**config.mk**
```make
export PLATFORM = sky130hd
export DESIGN_NAME = hazard_ctrl
export DESIGN_NICKNAME = d
export VERILOG_FILES = /design/src/rtl/hazard_ctrl.sv
export SDC_FILE = /design/constraint.sdc
export NUM_CORES = 1
export LEC_CHECK = 0
export ABC_AREA = 1
export BUFFER_PORTS_ARGS = -buffer_cell sky130_fd_sc_hd__clkbuf_2
export CAP_MARGIN = 20
export CELL_PAD_IN_SITES_DETAIL_PLACEMENT = 0
export CELL_PAD_IN_SITES_GLOBAL_PLACEMENT = 2
export CORE_ASPECT_RATIO = 1.25
export CORE_MARGIN = 3
export CORE_UTILIZATION = 10
export CTS_CLUSTER_SIZE = 30
export DETAILED_ROUTE_END_ITERATION = 10
export GPL_TIMING_DRIVEN = 0
export PLACE_DENSITY = 0.72
export SYNTH_ARGS = -nofsm -noshare
export SYNTH_HDL_FRONTEND = slang
export SYNTH_SLANG_ARGS = --single-unit
export TNS_END_PERCENT = 50
```
**constraint.sdc**
```tcl
create_clock -name clk -period 1.7 [get_ports clk]
set_input_delay 0.17 -clock clk [delete_from_list [all_inputs] [get_ports clk]]
set_output_delay 0.17 -clock clk [all_outputs]
set_load 0.02 [all_outputs]
```
**src/rtl/hazard_ctrl.sv**
```systemverilog
// Pipeline hazard controller: load-use / mul-div stalls and EX-redirect squashes.
// Optional performance counters are compiled in when HAZARD_PERF_EN is defined.
module hazard_ctrl #(
  parameter int MD_LATENCY = 8,
  parameter int CNT_W      = 4
) (
  input  logic        clk,
  input  logic        reset,
  input  logic [31:0] if_id_instruction,
  input  logic        id_uses_rs,
  input  logic        id_uses_rt,
  input  logic        id_md_op,
  input  logic        id_md_read,
  input  logic [31:0] id_ex_instruction,
  input  logic        id_ex_dm_r,
  input  logic        ex_redirect,
  output logic        pc_write,
  output logic        if_id_write,
  output logic        if_id_flush,
  output logic        id_ex_flush,
  output logic        md_busy,
  output logic [1:0]  hz_state
`ifdef HAZARD_PERF_EN
  ,
  output logic [31:0] stall_cycles,
  output logic [31:0] flush_count
`endif
);

  typedef enum logic [1:0] {
    ACT_RUN      = 2'd0,
    ACT_LU_STALL = 2'd1,
    ACT_MD_STALL = 2'd2,
    ACT_FLUSH    = 2'd3
  } action_t;

  logic [4:0]       id_rs;
  logic [4:0]       id_rt;
  logic [4:0]       ex_dest;
  logic             lu_haz;
  logic             md_haz;
  logic             md_accept;
  action_t          action;
  logic [CNT_W-1:0] md_cnt;

  assign id_rs   = if_id_instruction[25:21];
  assign id_rt   = if_id_instruction[20:16];
  assign ex_dest = id_ex_instruction[20:16];

  assign lu_haz = id_ex_dm_r && (ex_dest != 5'd0) &&
                  ((id_uses_rs && (id_rs == ex_dest)) ||
                   (id_uses_rt && (id_rt == ex_dest)));

  assign md_busy = (md_cnt != '0);
  assign md_haz  = md_busy && (id_md_read || id_md_op);

  always_comb begin
    action = ACT_RUN;
    if (ex_redirect) begin
      action = ACT_FLUSH;
    end else if (lu_haz) begin
      action = ACT_LU_STALL;
    end else if (md_haz) begin
      action = ACT_MD_STALL;
    end
  end

  // A squashed or stalled mul/div never starts; only a free-running ID issue does.
  assign md_accept = id_md_op && (action == ACT_RUN);

  always_comb begin
    pc_write    = 1'b1;
    if_id_write = 1'b1;
    if_id_flush = 1'b0;
    id_ex_flush = 1'b0;
    case (action)
      ACT_FLUSH: begin
        if_id_flush = 1'b1;
        id_ex_flush = 1'b1;
      end
      ACT_LU_STALL, ACT_MD_STALL: begin
        pc_write    = 1'b0;
        if_id_write = 1'b0;
        id_ex_flush = 1'b1;
      end
      default: ;
    endcase
    // Hold the front end and drain bubbles while reset is asserted.
    if (!reset) begin
      pc_write    = 1'b0;
      if_id_write = 1'b0;
      if_id_flush = 1'b1;
      id_ex_flush = 1'b1;
    end
  end

  always_ff @(posedge clk or negedge reset) begin
    if (!reset) begin
      md_cnt   <= '0;
      hz_state <= ACT_RUN;
    end else begin
      hz_state <= action;
      if (md_accept) begin
        md_cnt <= CNT_W'(MD_LATENCY);
      end else if (md_cnt != '0) begin
        md_cnt <= md_cnt - 1'b1;
      end
    end
  end

`ifdef HAZARD_PERF_EN
  always_ff @(posedge clk or negedge reset) begin
    if (!reset) begin
      stall_cycles <= '0;
      flush_count  <= '0;
    end else begin
      if ((action == ACT_LU_STALL) || (action == ACT_MD_STALL)) begin
        stall_cycles <= stall_cycles + 32'd1;
      end
      if (action == ACT_FLUSH) begin
        flush_count <= flush_count + 32'd1;
      end
    end
  end
`endif

endmodule

```
==> metrics <==
worst slew pin tran=between 0.2 and 0.25 ns; Psw=just under 0.0004 W; grt total ovfl=0; post-layout util=a little under a fifth; fin worst setup slack=-0.2732 ns; total track usage=approximately 5.4%; headroom to the max-slew limit=between 80% and 90%; Initial Util=10.41%; Worst EP arrival=approximately 1.8 ns; drt first-iter violations=8; Post-Synthesis Cell Area=about 570 µm²; Pwr Total=0.001017 W; crit end category=output port; failing checks=setup timing; final clock skew=slightly above 0.003 ns; switching share of power=37.85%; final worst-path cycle share=116.1%; drt pass-1 iters=3; Clock Tree Buf Depth=2; unrepaired setup endpoints after global routing=true; Yosys top cell by area=dfrtp_1; Die ar.=roughly 6700 µm²; Netlist cell types=19; Max Freq=506.8 MHz; Synth area leaders=dfrtp_1 (26%), nand2_1 (24%), inv_1 (11%), ha_1 (6.6%), nor2_1 (5.9%); routed vias=677; WL met1=694 µm; cell row count=30; width of the die=73.56 µm; Non-Filler Instances=202; Hold/Removal Path Class=in -> reg; power per cell area=just over 1000 nW/µm²; setup violators final=3; Pint=roughly 0.00063 W; Synth async-reset ratio=100.0%; CTS tree=yes; Core Footprint=5480 µm²; WP data required=approximately 1.5 ns; min cycle time layout=1.973 ns; Hold Fails Final Rpt=0; Root Driver=clkbuf_8; Top Ports=between 70 and 80; number of port buffers=29; global-route wire length before repair=about 2.9 mm; clock slew at reported path FFs=around 0.03 ns; share of layout cells above drive strength 1=47.10%; wire per inst=about 8.5 µm; most common cell in the netlist=nand2_1; leakage power=0.5603 nW; Final Net Count=between 200 and 250; Synth top cells by count=nand2_1 (37), inv_1 (16), nor2_1 (9); clock network fraction of total power=a little over a fifth; TritonCTS Buffers=3; met2 WL=874 µm; top-area cell type share of the netlist area=a little over a quarter; max layer used=met4; Seq pwr share=between 20% and 30%; largest net degree at the start of global routing=10; DR vias/cell=3.351; Max rail drop VDD=roughly 0.27 mV; Slew Viols, Final=0; metal3 WL=approximately 130 µm; mean area per synthesized cell=about 5.8 µm²; Startpoint Class=register; number of synthesized flops with an enable pin=0; synthesized flop and latch total=6; area growth from synthesis to layout=73.25%; Gate Count Post-Synth=98; Max FO, Critical Path=2; final wirelength=~1.7 mm; Max H-tree Level=1; clock latency at the later pin of the worst-skew pair=roughly 0.22 ns; HPWL Detailed=around 1.5 mm; MaxCap Viol Count=0; initial antenna violation count=0; n_diodes=0; clk sinks=6; r2r setup slk=~0.11 ns; fillers=around 640; status=finished with violations; Logic pwr share=53.9%; Syn Nets=between 150 and 200; vias in the first global route=697; # placed instances=191; WS Path Type=reg -> out; Die Ht=~90 µm; GP Congestion=approximately 0.66; DRC Markers=0; Routed Antenna Nets=0; Top FF cell, synth=dfrtp_1; sequential-to-total area share from yosys stat=between 20% and 30%; Synth Warn #=0
worst max-delay path, cell delays in order, from the launching register on:
cell and delay [ns]:
dfrtp_1 0.39, inv_2 0.07, ha_4 0.12, inv_2 0.04, nor3_4 0.14, nor2_2 0.07, a21oi_2 0.22, ha_4 0.24
nor2_4 0.09, buf_6 0.10, buf_8 0.09
cell families (layout without fill, tap and decap cells):
family                     after synthesis  count (layout)  synth area share (%)
DFF                                      6               6                 26.32
adders and majority gates                3               3                 6.580
buffers and inverters                   25              65                 17.11
xor gates and xnor gates                 1               1                 1.535
AOI/OAI and AO/OA                        6               6                 6.359
and+or+nand+nor                         57              57                 42.11
final timing paths:
check                       startpoint     endpoint  cells past startpoint
setup / recovery             md_cnt[0]     pc_write                     10
hold / removal             ex_redirect  hz_state[1]                      3
setup reg to reg             md_cnt[0]    md_cnt[0]                     12
hold reg to reg              md_cnt[3]    md_cnt[3]                      1
max in group asynchronous        reset  hz_state[1]                      2
min in group asynchronous        reset    md_cnt[1]                      2
sequential cells by signal, summed over array words and instances, names as in the netlist:
| name | cells |
|---|---|
| hz_state | 2 |
| md_cnt | 4 |
final cells by class:
class / instances / area, µm² / share of cell area (%)
inverter: 24 / 92.59 / 9.367
multi-input combinational: 67 / 386.6 / 39.11
sequential: 6 / 150.1 / 15.19
clock buffer: 3 / 41.29 / 4.177
tap: 64 / 80.08 / 8.101
buffer: 1 / 11.26 / 1.139
timing repair buffer: 37 / 226.5 / 22.91
layer usage:
layer | GRT usage (%) | vias to the layer above
met5 | 0 | -
met4 | 1.813 | 0
met3 | 1.670 | 2
met2 | 9.911 | 19
met1 | 5.511 | 289
li1 | - | 367
metrics by stage:
stage | hold slack [ns] | setup TNS (ns) | instance area [µm²] | worst slack (ns)
finish | 0.2289 | -0.7303 | 988.4 | -0.2732
global route | 0.2482 | -1.031 | 988.4 | -0.3709
global placement | 0.03708 | -0.3487 | 828.3 | -0.1945
floorplan | -0.1256 | -0.03429 | 603.1 | -0.03429
detailed placement | 0.03715 | -0.4274 | 828.3 | -0.2061
CTS | 0.2265 | -1.090 | 955.9 | -0.3811
placed cells by master (no fill, tap or decap):
master,synthesis,final
nor3_4,0,1
a21oi_2,1,1
nand2_1,37,35
buf_8,0,1
nor2_4,0,1
nor2_2,3,4
nand2_2,2,3
nand2_4,0,1
buf_4,1,7
dlygate4sd3_1,0,1
ha_4,0,3
buf_6,0,2
nor2_1,9,7
inv_4,0,1
a21oi_1,1,1
inv_1,16,13
nand4_1,1,1
dfrtp_1,6,6
clkbuf_4,0,1
clkbuf_2,0,26
inv_2,8,10
o21ai_1,2,2
nor3_1,2,2
nand3_1,2,2
o31ai_1,1,1
o21ai_0,1,1
xnor2_1,1,1
clkbuf_8,0,3
power by group through the flow:
stage               combinational (W)  clock [W]  sequential [W]
floorplan                    0.000302          0        0.000262
global placement             0.000416          0        0.000264
detailed placement           0.000426          0        0.000265
CTS                          0.000542   0.000218        0.000255
global route                 0.000616   0.000231        0.000263
finish                       0.000548   0.000214        0.000255
what timing repair did:
action                                  CTS  global route
hold buffers                              1             0
endpoints found under the setup margin    5             7
buffers inserted                          7             1
pin swaps                                 6             8
endpoints found under the hold margin     6             0
resized for setup                         5            10
Power figures use the tool's default switching activity.
